`config.mk`:
```
export PLATFORM = sky130hd
export DESIGN_NAME = unidade_controle_jogo
export DESIGN_NICKNAME = d
export VERILOG_FILES = /design/src/rtl/unidade_controle_jogo_pkg.sv /design/src/rtl/unidade_controle_jogo.sv
export SDC_FILE = /design/constraint.sdc
export NUM_CORES = 1
export LEC_CHECK = 0
export BUFFER_PORTS_ARGS = -buffer_cell sky130_fd_sc_hd__buf_2
export CORE_MARGIN = 5
export CORE_UTILIZATION = 50
export CTS_CLUSTER_SIZE = 20
export DETAILED_ROUTE_END_ITERATION = 10
export PLACE_DENSITY = 0.85
export SYNTH_ARGS = -nofsm -noshare
export SYNTH_HDL_FRONTEND = slang
export SYNTH_SLANG_ARGS = --single-unit
```
`constraint.sdc`:
```
create_clock -name clock -period 2.4 [get_ports clock]
set_input_delay 0.24 -clock clock [delete_from_list [all_inputs] [get_ports clock]]
set_output_delay 0.24 -clock clock [all_outputs]
set_load 0.005 [all_outputs]
```
`src/rtl/unidade_controle_jogo_pkg.sv`:
```
// unidade_controle_jogo_pkg: state codes, output bundle and Moore decoder for the memory-game controller
package unidade_controle_jogo_pkg;
   typedef enum logic [3:0] {
      INICIAL           = 4'h0,
      PREPARACAO        = 4'h1,
      INICIO_RODADA     = 4'h2,
      MOSTRA            = 4'h3,
      ZERA_TMR          = 4'h4,
      APAGA             = 4'h5,
      PROXIMO_MOSTRA    = 4'h6,
      FIM_MOSTRA        = 4'h7,
      ESPERA_JOGADA     = 4'h8,
      REGISTRA          = 4'h9,
      COMPARACAO        = 4'hA,
      PROXIMA_JOGADA    = 4'hB,
      PROXIMA_SEQUENCIA = 4'hC,
      FIM_ACERTOU       = 4'hD,
      FIM_ERROU         = 4'hE,
      FIM_TIMEOUT       = 4'hF
   } estado_t;
   typedef struct packed {
      logic zera_r;
      logic zera_e;
      logic zera_s;
      logic zera_m;
      logic zera_tmr;
      logic registra_r;
      logic registra_m;
      logic conta_e;
      logic conta_s;
      logic conta_tmr;
      logic pronto;
      logic ganhou;
      logic perdeu;
      logic db_timeout;
   } saidas_t;
   function automatic saidas_t decodifica(estado_t e);
      saidas_t s;
      s = '0;
      case (e)
         PREPARACAO: begin
            s.zera_r = 1'b1;
            s.zera_e = 1'b1;
            s.zera_s = 1'b1;
            s.zera_m = 1'b1;
            s.zera_tmr = 1'b1;
         end
         INICIO_RODADA: begin
            s.zera_e = 1'b1;
            s.zera_tmr = 1'b1;
         end
         MOSTRA: begin
            s.registra_m = 1'b1;
            s.conta_tmr = 1'b1;
         end
         ZERA_TMR: begin
            s.zera_m = 1'b1;
            s.zera_tmr = 1'b1;
         end
         APAGA: s.conta_tmr = 1'b1;
         PROXIMO_MOSTRA: begin
            s.conta_e = 1'b1;
            s.zera_tmr = 1'b1;
         end
         FIM_MOSTRA: begin
            s.zera_e = 1'b1;
            s.zera_tmr = 1'b1;
            s.zera_m = 1'b1;
         end
         REGISTRA: s.registra_r = 1'b1;
         PROXIMA_JOGADA: s.conta_e = 1'b1;
         PROXIMA_SEQUENCIA: s.conta_s = 1'b1;
         FIM_ACERTOU: begin
            s.pronto = 1'b1;
            s.ganhou = 1'b1;
         end
         FIM_ERROU: begin
            s.pronto = 1'b1;
            s.perdeu = 1'b1;
         end
         FIM_TIMEOUT: begin
            s.pronto = 1'b1;
            s.perdeu = 1'b1;
            s.db_timeout = 1'b1;
         end
         default: s = '0;
      endcase
      return s;
   endfunction
endpackage

```
`src/rtl/unidade_controle_jogo.sv`:
```
// unidade_controle_jogo: Moore FSM sequencing replay, move capture and compare of the memory game
// Inputs: clock, reset (async high), iniciar, jogada_feita, chavesIgualMemoria,
//         enderecoIgualSequencia, fimS, fimTMR, timeout
// Outputs: datapath clears/loads/enables, pronto/ganhou/perdeu/db_timeout, db_estado
module unidade_controle_jogo
   import unidade_controle_jogo_pkg::*;
#(
   parameter bit SEM_MOSTRA = 1'b0
) (
   input  logic       clock,
   input  logic       reset,
   input  logic       iniciar,
   input  logic       jogada_feita,
   input  logic       chavesIgualMemoria,
   input  logic       enderecoIgualSequencia,
   input  logic       fimS,
   input  logic       fimTMR,
   input  logic       timeout,
   output logic       zeraR,
   output logic       zeraE,
   output logic       zeraS,
   output logic       zeraM,
   output logic       zeraTMR,
   output logic       registraR,
   output logic       registraM,
   output logic       contaE,
   output logic       contaS,
   output logic       contaTMR,
   output logic       pronto,
   output logic       ganhou,
   output logic       perdeu,
   output logic       db_timeout,
   output logic [3:0] db_estado
);
   estado_t estado, prox;
   saidas_t saidas;
   always_comb begin
      prox = INICIAL;
      case (estado)
         INICIAL:           prox = iniciar ? PREPARACAO : INICIAL;
         PREPARACAO:        prox = INICIO_RODADA;
         INICIO_RODADA:     prox = SEM_MOSTRA ? FIM_MOSTRA : MOSTRA;
         MOSTRA:            prox = fimTMR ? ZERA_TMR : MOSTRA;
         ZERA_TMR:          prox = APAGA;
         APAGA:             prox = !fimTMR ? APAGA : enderecoIgualSequencia ? FIM_MOSTRA : PROXIMO_MOSTRA;
         PROXIMO_MOSTRA:    prox = MOSTRA;
         FIM_MOSTRA:        prox = ESPERA_JOGADA;
         ESPERA_JOGADA:     prox = jogada_feita ? REGISTRA : timeout ? FIM_TIMEOUT : ESPERA_JOGADA;
         REGISTRA:          prox = COMPARACAO;
         COMPARACAO:        prox = !chavesIgualMemoria ? FIM_ERROU :
                                   !enderecoIgualSequencia ? PROXIMA_JOGADA :
                                   fimS ? FIM_ACERTOU : PROXIMA_SEQUENCIA;
         PROXIMA_JOGADA:    prox = ESPERA_JOGADA;
         PROXIMA_SEQUENCIA: prox = INICIO_RODADA;
         FIM_ACERTOU, FIM_ERROU, FIM_TIMEOUT: prox = iniciar ? PREPARACAO : estado;
         default:           prox = INICIAL;
      endcase
   end
   // outputs are registered from the next state so they stay aligned with the state register
   always_ff @(posedge clock or posedge reset)
      if (reset) begin
         estado <= INICIAL;
         saidas <= '0;
      end else begin
         estado <= prox;
         saidas <= decodifica(prox);
      end
   assign {zeraR, zeraE, zeraS, zeraM, zeraTMR, registraR, registraM,
           contaE, contaS, contaTMR, pronto, ganhou, perdeu, db_timeout} = saidas;
   assign db_estado = estado;
endmodule
```
# Word-level counts from Yosys, hierarchy flattened
# Cells that the tools add are included.
# totals
reg_bits,17
input_bits,9
output_inout_bits,18
word_cells,78
# classes
eq_ne,28
muxes,24
n_reduce_logical,12
# op_table
op,count
$eq 4x4->1 const B,14
$pmux 4 s11,1
$eq 4x3->1 const B,8
$eq 4x2->1 const B,4
$mux 1,16
$mux 3,5
$reduce_or 2->1,6
$reduce_or 3->1,4
$eq 4x1->1 const B,2
$reduce_or 5->1,1
$logic_not 4->1,1
$mux 4,1
$mux 2,1

# Longest topological paths before layout
# logic_depth
word_depth,7
ltp_mapped,8
mapped_depth_nobuf,7

# Least setup slack after synthesis
# Ideal clock, no wire load.
# synth_timing
path_kind,register -> register
from,"register estado[2], in the netlist db_estado[2]"
to,register saidas (netlist bit zeraTMR)
setup_time_ns,0.080
arrival_time_ns,1.663
required_time_ns,2.320
slack_ns,0.656
path_stages_with_launch,9
n_path_buf,2
synth_period_minus_slack_ns,1.744
cell_sequence,dfrtp_1 > buf_6 > and4bb_4 > o21ai_2 > o311a_4 > nor2b_4 > buf_6 > a211o_1 > o211ai_2
# synth_between
elab_chain_len,6
elab_cells_between_ends,29
classes_between,20 x eq/ne; 3 x mux; 6 x reduce/logical
# synth_rtl
item,line,text
from (decl),unidade_controle_jogo.sv:35,"estado_t estado, prox;"
from (signal assigned),unidade_controle_jogo.sv:65,estado <= prox;
"$eq 4x4->1, or another cell as far along",unidade_controle_jogo.sv:39,case (estado)
$reduce_or 3->1 or $reduce_or 2->1 (tied branches),-,
$pmux 4 s11 (*),unidade_controle_jogo.sv:39,
"$eq 4x1->1, or another cell as far along",unidade_controle_jogo_pkg.sv:40,case (e)
$reduce_or 5->1 (no line) (*),-,
$mux 1 (*),unidade_controle_jogo_pkg.sv:40,
to (signal assigned),unidade_controle_jogo.sv:66,saidas <= decodifica(prox);
to (decl),unidade_controle_jogo.sv:36,saidas_t saidas;
# Every way passes the cells marked *; elsewhere a longest branch is shown, timed or not.

# Worst setup path after layout
# layout_timing
from,"register estado[2], in the netlist db_estado[2]"
to,register saidas (netlist bit zeraE)
# layout_between
elab_chain_len,6
elab_cells_between_ends,27
classes_between,18 x eq/ne; 3 x mux; 6 x reduce/logical
# layout_rtl
item,line
"$eq 4x4->1, or another cell as far along",unidade_controle_jogo.sv:39
$reduce_or 3->1 or $reduce_or 2->1 (tied branches),-
$pmux 4 s11 (*),unidade_controle_jogo.sv:39
net prox[1],unidade_controle_jogo.sv:35
"$eq 4x1->1, or another cell as far along",unidade_controle_jogo_pkg.sv:40
$reduce_or 3->1 (no line) (*),-
$mux 1 (*),unidade_controle_jogo_pkg.sv:40
# The timed path passes the listed nets; every way through them passes the cells marked *.

==> summary by stage <==
Clock network
The tree is rooted in a sky130_fd_sc_hd__clkbuf_4. CTS saw 17 sinks. Clock tree synthesis inserted a total of 3 buffers.

The buffer levels on the longest clock path is 2. The TritonCTS clock tree is done. Once the clock tree was built, the resizer swapped 0 gates to a different size. Clock-pin slew was measured on the worst setup and hold paths at 0.09 ns. The total number of H-tree levels is 1.

The later-pin clock latency in the skew report is 0.28 ns. The number of buffers inserted for hold repair after clock tree synthesis is 0. Post-CTS timing repair inserted 0 buffers for setup.

Layout
Measured on the finished design, the core utilization comes to 0.611. In the layout the commonest cells are 26 x sky130_fd_sc_hd__buf_2, 17 x sky130_fd_sc_hd__dfrtp_1, 9 x sky130_fd_sc_hd__nor2_1. The repair_antennas step left the layout with diodes totalling 0.

Compared with the post-synthesis result, the final layout area differs by 13.3%. The share of layout cells above drive strength 1 is 0.374. After routing the design area is 1090 um2. The leading cell type in the layout, fill and taps excluded is sky130_fd_sc_hd__buf_2. At the end of the flow, the number of nets in the layout was 125.

Routing
After detailed routing, the average wire length per cell comes to 12.8 um. The number of DRC violations after detailed-routing iteration 0 is 19. The total iterations of the first detailed-routing run is 4.

After detailed routing, the number of vias per cell comes to 5.44. The count of nets left with antenna violations after detail routing is 0. The routed layout has 761 vias. The total wirelength of the detailed-routed design is 1800 um. For this run, design rule violations remaining after detail routing come to 0.

STA
Across the routed clock network, the largest skew measured is 0.00141 ns. Dividing the final minimum period by the clock period gives 0.825. Setup repair after global routing left no endpoint under its margin. At the pin with the least slew margin, the transition time is 0.576 ns. The total count of max-transition violations in the final report is 0. The worst pin sits at a relative slew slack of 0.616.

The count of endpoints failing setup in the final report is 0. The final total negative setup slack is 0 ns. The minimum period implied by the final worst setup slack is 1.98 ns. Derived from the worst setup path, the maximum achievable clock frequency is 505 MHz. The count of final hold-check violations is 0.

Power and ir drop
The worst ir drop on vdd is 648 uV. The analysis attributes to cell leakage a power of 0.544 nW. Dividing total power by cell area gives a power density of 1390 nW/um2.

Yosys
The count of different cell masters after synthesis is 36. The synthesized design contains 17 register bits. The average instance in the mapped netlist occupies 10.6 um2. The synthesized instance count is 91. The proportion of synthesized flip-flops having asynchronous set or reset is 1.00. When the netlist entered floorplanning its net count stood at 100. For this run, the register share of the synthesized area comes to 0.443.

In this run, synthesis inferred 0 flip-flops with an integrated enable. The netlist area before placement is 961 um2. The prevailing post-synth register cell is sky130_fd_sc_hd__dfrtp_1. The count of yosys warnings during synthesis is 0.

Setup path
Counting both buffers and inverters, the worst setup path holds a total of 2. The startpoint type of the worst setup path is a register. The critical-path cell with the highest stage delay is sky130_fd_sc_hd__dfrtp_1.

The critical path's top delay family is compound AO/OA/AOI/OAI gates. STA classifies the critical path endpoint as a register. Traced cell by cell, the critical path runs through inv_1 > a21oi_1 > o21ai_1 > a221oi_4 > inv_2 > xnor2_1 > o22ai_1. The maximum fanout count along the critical path is 11.

The highest cell delay on the worst timing path is 0.54 ns. The arrival time reported for the critical path endpoint is 2.13 ns. STA puts the critical path data required time at 2.55 ns.

By startpoint and endpoint, the worst setup path is classified as reg -> reg.

Die
The floorplan die height is 53.8 um. The top-level I/O count is 27. Measured along the x axis, the die boundary spans 53.8 um.

The initial utilization of the core area, before any placement, comes to 0.539. The die covers 2900 um2. In this run the standard cell core region covers 1780 um2. The count of standard-cell rows is 15.

Global routing
Entering global routing, the biggest net connects 18 pins. The overall routing resource usage is 0.145. The number of antenna violations at the first check in global routing is 0. The number of global-route vias before repair is 689.

For this run the aggregate overflow at the end of global routing stands at 0. The global-route wire length before repair is 2960 um.

Run
Max-cap violations in this run came to 0.

Status
The run finished with clean final reports.

Placement
The number of input and output port buffers inserted is 26. The total cell area at the placement stage is 1060 um2. The estimated wirelength of the detail-placed design is 1440 um. The congestion estimate from routability-driven global placement came to 0.890.

Worst hold path
The worst hold path belongs to the class in -> async.
-- path summary, 6_finish.rpt --
check | start | endpoint | slack [ns] | cells after the start
setup / recovery | db_estado[2]$_DFF_PP0_ | zeraE$_DFF_PP0_ | 0.42 | 7
hold / removal | reset | db_timeout$_DFF_PP0_ | 0.004 | 2
hold reg to reg | db_estado[1]$_DFF_PP0_ | zeraE$_DFF_PP0_ | 0.70 | 1
max in group asynchronous | reset | db_estado[3]$_DFF_PP0_ | 2.02 | 2
setup reg to reg | db_estado[2]$_DFF_PP0_ | zeraE$_DFF_PP0_ | 0.42 | 7
min in group clock | fimTMR | zeraM$_DFF_PP0_ | 0.37 | 3
-- per-layer routing --
layer / vias to the layer above / GRT usage / wire, um
met3: 9 / 0.0249 / 152
met2: 42 / 0.226 / 841
met5: - / 0 / 0
li1: 366 / - / -
met1: 344 / 0.170 / 719
met4: 0 / 0.128 / 83
-- area by class of cell --
type / instances / area (um2)
inverter: 8 / 30.0
clock buffer: 4 / 26.3
timing repair buffer: 26 / 130
tap: 25 / 31.3
sequential: 17 / 425
fill: 159 / 694
multi-input combinational: 60 / 445
-- synth_stat cells (2+ instances only) --
library cell	number	area share
sky130_fd_sc_hd__and3_1	2	0.013
sky130_fd_sc_hd__buf_6	4	0.047
sky130_fd_sc_hd__dfrtp_1	17	0.44
sky130_fd_sc_hd__nand2_1	5	0.020
sky130_fd_sc_hd__nor2_1	9	0.035
sky130_fd_sc_hd__nand2b_1	4	0.026
sky130_fd_sc_hd__nor3_1	2	0.010
sky130_fd_sc_hd__buf_4	2	0.016
sky130_fd_sc_hd__o21ai_1	2	0.010
sky130_fd_sc_hd__o21ai_2	2	0.018
sky130_fd_sc_hd__a21oi_1	7	0.036
sky130_fd_sc_hd__o21ai_0	3	0.016
sky130_fd_sc_hd__nand4_1	3	0.020
sky130_fd_sc_hd__inv_1	7	0.027
-- worst reg2reg max path, cell delays in order (launching register included) --
cell                       delay (ns)
sky130_fd_sc_hd__dfrtp_1         0.54
sky130_fd_sc_hd__inv_1           0.14
sky130_fd_sc_hd__a21oi_1         0.15
sky130_fd_sc_hd__o21ai_1         0.13
sky130_fd_sc_hd__a221oi_4        0.43
sky130_fd_sc_hd__inv_2           0.12
sky130_fd_sc_hd__xnor2_1         0.24
sky130_fd_sc_hd__o22ai_1         0.10
-- power breakdown --
group          switching (mW)  internal (mW)
clock                  0.0775         0.0645
combinational           0.485          0.373
sequential              0.116          0.395
total                   0.679          0.832
-- cells by family (layout without fill, tap and decap cells) --
logic type             count (synthesis)  after routing  share of synthesized area
buffers and inverters                 14             38                     0.0937
flip-flops                            17             17                      0.443
AO/OA/AOI/OAI                         25             25                      0.244
XOR/XNOR                               1              1                    0.00912
AND/OR/NAND/NOR                       34             34                      0.211
-- metrics by stage --
stage	instances	hold WS (ns)	setup slack, ns	power (mW)
2_1_floorplan	91	0.166	0.656	1.23
3_3_place_gp	136	0.321	0.540	1.35
3_5_place_dp	136	0.332	0.471	1.37
4_1_cts	140	0.0239	0.458	1.51
5_1_grt	140	0.0607	0.221	1.65
6_report	140	0.00437	0.421	1.51
-- registers in the layout, summed over array words and instances, names as in the netlist --
name and count:
contaE 1, contaS 1, contaTMR 1, db_estado 4, db_timeout 1, ganhou 1, perdeu 1, pronto 1
registraM 1, registraR 1, zeraE 1, zeraM 1, zeraS 1, zeraTMR 1
No activity file was read; power rests on OpenSTA's default activity.
